===== config.mk =====
export PLATFORM = sky130hd
export DESIGN_NAME = line_fill_seq
export DESIGN_NICKNAME = d
export VERILOG_FILES = /design/src/rtl/line_fill_seq.sv
export SDC_FILE = /design/constraint.sdc
export NUM_CORES = 1
export LEC_CHECK = 0
export BUFFER_PORTS_ARGS = -buffer_cell sky130_fd_sc_hd__buf_2
export CAP_MARGIN = 20
export CORE_MARGIN = 4
export CORE_UTILIZATION = 49
export DETAILED_ROUTE_END_ITERATION = 8
export GPL_TIMING_DRIVEN = 0
export PLACE_DENSITY = 0.83
export SETUP_SLACK_MARGIN = 0.3
export SYNTH_ARGS = -nofsm -noshare
export SYNTH_HDL_FRONTEND = slang
export SYNTH_SLANG_ARGS = --single-unit

===== constraint.sdc =====
create_clock -name clk -period 3.2 [get_ports clk]
set_input_delay 0.64 -clock clk [delete_from_list [all_inputs] [get_ports clk]]
set_output_delay 0.64 -clock clk [all_outputs]
set_load 0.05 [all_outputs]

===== src/rtl/line_fill_seq.sv =====
// line_fill_seq
//   Cache line fill / write-back sequencer. On a miss it can first write the
//   4-word dirty victim line back to main memory, then reads the requested
//   4-word line, writes every word into the cache data array and captures the
//   requested word into req_data for the memory stage.
//
// Parameters
//   MEM_LAT      fixed memory read latency, mem_rd issue to valid mem_rdata (1..4)
//
// Ports
//   clk          clock, rising edge
//   rst          asynchronous active-high reset
//   start        begin a sequence (sampled only in IDLE)
//   wb           with start: write the victim line back before the fill
//   addr         requested byte address (line = addr[15:3], word = addr[2:1])
//   victim_base  victim line address, used when wb=1
//   cache_rdata  cache word selected by cache_offset (same cycle)
//   mem_rdata    memory read data
//   mem_addr     memory word address
//   mem_rd       memory read strobe
//   mem_wr       memory write strobe
//   mem_wdata    memory write data
//   cache_offset word select into the cache line
//   cache_wr     cache write strobe
//   cache_wdata  cache write data
//   req_data     captured requested word
//   busy         sequence in progress
//   done         one-cycle completion pulse
//
// States
//   IDLE | waiting for start
//   WB   | victim line write-back, one word per cycle (cnt 0..3)
//   RD   | line read issue (cnt 0..3) overlapped with cache fill
//        | (cnt MEM_LAT..MEM_LAT+3)
//   DONE | completion pulse, back to IDLE next cycle

module line_fill_seq #(
  parameter int MEM_LAT = 2
) (
  input  logic        clk,
  input  logic        rst,
  input  logic        start,
  input  logic        wb,
  input  logic [15:0] addr,
  input  logic [12:0] victim_base,
  input  logic [15:0] cache_rdata,
  input  logic [15:0] mem_rdata,
  output logic [15:0] mem_addr,
  output logic        mem_rd,
  output logic        mem_wr,
  output logic [15:0] mem_wdata,
  output logic [1:0]  cache_offset,
  output logic        cache_wr,
  output logic [15:0] cache_wdata,
  output logic [15:0] req_data,
  output logic        busy,
  output logic        done
);

  typedef enum logic [1:0] {
    S_IDLE = 2'd0,
    S_WB   = 2'd1,
    S_RD   = 2'd2,
    S_DONE = 2'd3
  } state_t;

  localparam logic [3:0] LAT      = 4'(MEM_LAT);
  localparam logic [3:0] FILL_END = 4'(MEM_LAT + 4);
  localparam logic [3:0] RD_LAST  = 4'(MEM_LAT + 3);
  localparam logic [3:0] WB_LAST  = 4'd3;

  state_t      state;
  state_t      state_nxt;
  logic [3:0]  cnt;
  logic [15:1] addr_q;
  logic [12:0] victim_q;
  logic [3:0]  fill_idx;
  logic        rd_issue;
  logic        rd_fill;

  // The write-back decision is taken on the start edge itself, so wb only
  // steers the IDLE exit and needs no register of its own.
  always_comb begin
    state_nxt = state;
    case (state)
      S_IDLE: if (start) state_nxt = wb ? S_WB : S_RD;
      S_WB:   if (cnt == WB_LAST) state_nxt = S_RD;
      S_RD:   if (cnt == RD_LAST) state_nxt = S_DONE;
      S_DONE: state_nxt = S_IDLE;
      default: state_nxt = S_IDLE;
    endcase
  end

  always_ff @(posedge clk or posedge rst) begin
    if (rst) begin
      state    <= S_IDLE;
      cnt      <= 4'd0;
      addr_q   <= '0;
      victim_q <= '0;
    end else begin
      state <= state_nxt;
      if (state_nxt != state) begin
        cnt <= 4'd0;
      end else if (state == S_WB || state == S_RD) begin
        cnt <= cnt + 4'd1;
      end
      if (state == S_IDLE && start) begin
        addr_q   <= addr[15:1];
        victim_q <= victim_base;
      end
    end
  end

  // Read issue covers the first four RD cycles; fill trails it by MEM_LAT.
  assign fill_idx = cnt - LAT;
  assign rd_issue = (state == S_RD) && (cnt < 4'd4);
  assign rd_fill  = (state == S_RD) && (cnt >= LAT) && (cnt < FILL_END);

  always_comb begin
    mem_rd       = 1'b0;
    mem_wr       = 1'b0;
    mem_addr     = 16'd0;
    mem_wdata    = 16'd0;
    cache_wr     = 1'b0;
    cache_offset = 2'd0;
    cache_wdata  = 16'd0;
    if (state == S_WB) begin
      mem_wr       = 1'b1;
      mem_addr     = {victim_q, cnt[1:0], 1'b0};
      cache_offset = cnt[1:0];
      mem_wdata    = cache_rdata;
    end
    if (rd_issue) begin
      mem_rd   = 1'b1;
      mem_addr = {addr_q[15:3], cnt[1:0], 1'b0};
    end
    if (rd_fill) begin
      cache_wr     = 1'b1;
      cache_offset = fill_idx[1:0];
      cache_wdata  = mem_rdata;
    end
  end

  always_ff @(posedge clk or posedge rst) begin
    if (rst) begin
      req_data <= 16'd0;
    end else if (rd_fill && (fill_idx[1:0] == addr_q[2:1])) begin
      req_data <= mem_rdata;
    end
  end

  assign busy = (state != S_IDLE);
  assign done = (state == S_DONE);

endmodule

After elaboration in Yosys (flattened, before gate mapping)
Cells that the tools add are included.
Word-level totals
  flip-flop bits (word level): 50
  word-level logic and storage cells: 42
Operators by class
  $lt $le $gt $ge: 3
  reduce and logical (&&, ||, !) cells: 9
  mux-type cells: 16
  $add $sub $neg: 2
  equality and inequality tests: 7
Operators by type and width (count)
  $mux W16: 4
  $mux W2: 6
  $lt A4 B3 Y1 const B: 2
  $mux W4: 2
  $pmux W2 S4: 1
  $logic_and A1 B1 Y1: 5
  $add A4 B1 Y4 const B: 1
  $eq A2 B2 Y1 const B: 2
  $eq A4 B2 Y1 const B: 1
  $eq A4 B3 Y1 const B: 1
  $ge A4 B2 Y1 const B: 1
  $reduce_bool A2 Y1: 2
  $mux W1: 3
  $eq A2 B1 Y1 const B: 1
  $eq A2 B2 Y1: 1
  $logic_not A2 Y1: 1
  $ne A2 B2 Y1: 1
  $sub A2 B2 Y2 const B: 1
  $logic_or A1 B1 Y1: 1

Logic depth before layout (Yosys ltp)
  depth in word-level cells: 5
  mapped depth: 9
  depth with buffers taken out: 6

Worst setup path before layout
No wires, ideal clock.
  path kind: reg-to-output
  start: reg state[1]
  end: out mem_addr[10]
  data required time: 2560 ps
  slack: -240 ps
  buffers on the path: 2
  data arrival time: 2800 ps
  cell stages (with the launch flop): 7
  path through: dfrtp_1 > inv_1 > ha_1 > clkbuf_1 > clkbuf_1 > nand2_1 > o21ai_0
On the way
  word-level cells in the longest chain between the ends: 3
Ends and longest elaborated chain
  from (decl): RTL line 72  | state_t state;
  from (signal assigned): RTL line 101  | state <= state_nxt;
  $eq A2 B1 Y1 / $eq A2 B2 Y1 (equally long branches): RTL line 127, 116
  $mux W16 / $logic_and A1 B1 Y1 (equally long branches): RTL line 127, 116
  $mux W16 *: RTL line 133  | if (rd_issue) begin
  to (decl): RTL line 48  | output logic [15:0] mem_addr,
Mark *: on every way between the ends. The rest lies on a longest branch, timed or not.

Worst setup path after layout
  start: reg state[0]
  end: out mem_addr[4]
The elaborated chain is that of the path after synthesis.

==> metrics.md <==
| Metric | Value |
|---|---|
| #FFs+latches synth | `50` |
| WP data arrival | `about 2.1 ns` |
| Tmin final | `around 2.8 ns` |
| CTS buffer count | `5` |
| Core area | `~0.0051 sq mm` |
| Setup crit start kind | `register` |
| First-pass GRT wire length | `~10000 um` |
| Worst-case clock buffer depth | `2` |
| Final setup TNS | `0 ns` |
| Iteration-0 DRC Markers | `97` |
| Antenna Nets Post-Route | `0` |
| CP Buf/Inv Count | `4` |
| Die ar. | `around 0.0066 sq mm` |
| Most used cell along the critical path | `buf_2` |
| CP Cell Sequence | `inv_2 > ha_1 > nand2b_1 > buf_2 > nor2_2 > clkbuf_4 > nand2_1 > o21ai_1 > buf_2` |
| Pwr dens | `roughly 1200 mW/mm^2` |
| Share of cells above drive strength 1 | `0.547` |
| DRC | `0` |
| Worst path top cell family by delay | `buffers and inverters` |
| Leak pwr | `approximately 1.8 nW` |
| # diodes | `0` |
| Clock skew | `between 0.003 and 0.004 ns` |
| Fin nets | `around 460` |
| FMAX | `362 MHz` |
| Routed vias | `between 2k and 2.5k` |
| # rows | `26` |
| Worst-path clk slew | `0.09 ns` |
| Data required, critical path | `approximately 2.6 ns` |
| Clk sinks | `50` |
| Pin slew with the least headroom to its limit | `about 0.60 ns` |
| Critical path's slowest cell | `dfrtp_2` |
| Final weighted congestion in routability-driven placement | `about 0.84` |
| Largest net degree at the start of global routing | `28` |
| CP max stage delay | `~0.46 ns` |
| Die Ht | `81.0 um` |
| Final hold violation count | `0` |
| Crit share post-route | `0.862` |
| Root buffer cell | `clkbuf_8` |
| Worst-skew pair later-pin latency | `0.30 ns` |
| # IOs | `roughly 140` |
| Final HPWL DP | `roughly 5200 um` |
| Design area | `0.00361 sq mm` |
| CTS H-tree depth | `2` |
| Synthesized Nets | `about 320` |
| WL final | `about 6700 um` |
| Gr usage total | `0.206` |
| Max Cap Viol | `0` |
| Seq/Total Area, Yosys | `0.479` |
| CTS tree | `yes` |
| Netlist Area Pre-Place | `around 0.0026 sq mm` |
| WL/cell | `between 10 and 15 um` |
| Hold WC Path Type | `input pin to asynchronous set/reset pin` |
| Placed Area | `0.00342 sq mm` |
| Synth-to-Final Area Change | `38.1%` |
| Width of the die | `81.0 um` |
| Critical Path Fanout Max | `10` |
| Element type at the critical path end | `output pin` |
| Synth unique cells | `32` |
| Pwr Total | `between 4 and 5 mW` |
| Crit Path Class | `register to output pin` |
| Outcome | `complete, no violations` |
| Vias in the first global route | `2226` |
| Number of warnings issued by yosys | `0` |
| RSZ-0062 raised after global routing | `no` |
| Vias per std cell | `4.98` |
| Setup violations, final | `0` |
| Remaining global-route overflow | `0` |
| Synthesized instance count | `roughly 240` |
| Hold_buf cts | `0` |
| Starting Density | `0.508` |
| Slew margin rel. | `0.596` |
| PortBufs | `about 130` |
| Slew Limit Fails | `0` |
| Peak supply drop | `~0.80 mV` |
| Synthesized area per cell | `roughly 11 sq um` |
| Number of iterations in the first detailed-routing pass | `4` |
| Initial antenna violation count | `0` |
metrics by stage:
stage                     utilization  worst slack (ns)  hold WS [ns]  std cells
final                           0.702             0.441         0.388        456
after detailed placement        0.665             0.106         0.493        448
after CTS                       0.695             0.307         0.411        455
after floorplan                     -             0.132         0.479        244
after global routing            0.702             0.292         0.430        456
after global placement          0.661             0.118         0.486        447
what timing repair did:
| action | CTS | global route |
|---|---|---|
| pin swaps | 0 | 1 |
| gates cloned | 0 | 0 |
| endpoints found under the setup margin | 41 | 26 |
| setup buffers | 0 | 1 |
| gates resized for setup | 21 | 13 |
power breakdown:
part           leakage [nW]  switching (mW)  internal, mW
clock network        0.0573           0.204         0.250
registers             0.593           0.189         0.946
logic                  1.19            1.95         0.901
total                  1.84            2.34          2.10
Yosys cell counts:
| cell | instances | area, sq um |
|---|---|---|
| dfrtp_1 | 50 | 1250 |
| mux2_2 | 44 | 495 |
| nand2_1 | 34 | 128 |
| and2_1 | 32 | 200 |
| o21ai_0 | 16 | 80.1 |
| nor2_1 | 12 | 45.0 |
| clkbuf_1 | 10 | 37.5 |
| ha_1 | 8 | 100 |
| inv_1 | 6 | 22.5 |
| xnor2_1 | 4 | 35.0 |
| nand3_1 | 3 | 15.0 |
| nand2b_1 | 2 | 12.5 |
| o21a_1 | 2 | 15.0 |
| o22ai_1 | 2 | 12.5 |
| xor2_1 | 2 | 17.5 |
| a211oi_1 | 1 | 7.51 |
| a21oi_1 | 1 | 5.00 |
| a22oi_1 | 1 | 7.51 |
| buf_2 | 1 | 5.00 |
| buf_4 | 1 | 7.51 |
| buf_6 | 1 | 11.3 |
| clkbuf_8 | 1 | 13.8 |
| conb_1 | 1 | 3.75 |
| nand4_1 | 1 | 6.26 |
| nor3_1 | 1 | 5.00 |
| nor3b_1 | 1 | 7.51 |
| nor4_4 | 1 | 21.3 |
| o2111ai_1 | 1 | 8.76 |
| o211ai_1 | 1 | 7.51 |
| o221a_2 | 1 | 11.3 |
| o32ai_1 | 1 | 8.76 |
| or4_1 | 1 | 7.51 |
flip-flops by register name (all words and copies together) (netlist names):
signal	cells
addr_q	15
cnt	4
req_data	16
state	2
victim_q	13
worst paths after layout:
kind | from | endpoint | slack (ns) | cells past startpoint
worst max-delay path | state[0] | mem_addr[4] | 0.44 | 9
worst min-delay path | rst | req_data[2] | 0.39 | 2
worst max register to register | state[1] | victim_q[6] | 0.96 | 5
worst min register to register | req_data[10] | req_data[10] | 0.51 | 1
max in group asynchronous | rst | state[0] | 2.27 | 3
min in group clk | req_data[10] | req_data[10] | 0.51 | 1
cells in the final DEF (no fill, tap or decap), types with 2 or more instances in the layout:
cell type,instances
nor2_1,9
inv_2,2
buf_2,123
buf_6,5
dfrtp_1,49
clkbuf_4,4
inv_1,4
clkbuf_8,7
o21ai_0,3
nor2_4,2
and2_1,32
buf_4,9
nand2b_1,2
xnor2_1,4
mux2_2,44
ha_1,8
o21ai_1,7
nand2_1,34
o22ai_1,2
o21a_1,2
o21ai_2,6
nand3_1,3
xor2_1,2
clkbuf_2,3
clkbuf_1,3
cell type report:
class / instances / area [sq um]
fillers: 421 / 1530
multi-input cells: 174 / 1300
well taps: 70 / 87.6
flip-flops and latches: 50 / 1250
repair buffers: 135 / 731
inverters: 6 / 22.5
clock buffers: 6 / 82.6
clock inverters: 1 / 30.0
plain buffers: 14 / 98.8
metal layers:
layer,GRT usage,share of wire,vias to the layer above
met5,0,0,-
met3,0.0676,0.10,2
met1,0.247,0.41,1063
met4,0.0456,0.0045,0
li1,-,-,1098
met2,0.358,0.49,109
logic make-up (layout without fill, tap and decap cells):
group,Yosys count,after routing,share of synthesized area
and+or+nand+nor,88,88,0.171
DFF,50,50,0.479
muxes,44,44,0.190
AOI/OAI and AO/OA,27,27,0.0627
buffers and inverters,20,162,0.0374
adders and majority gates,8,8,0.0383
xor gates and xnor gates,6,6,0.0201
other,1,1,0.00144
Power figures use the tool's default switching activity.
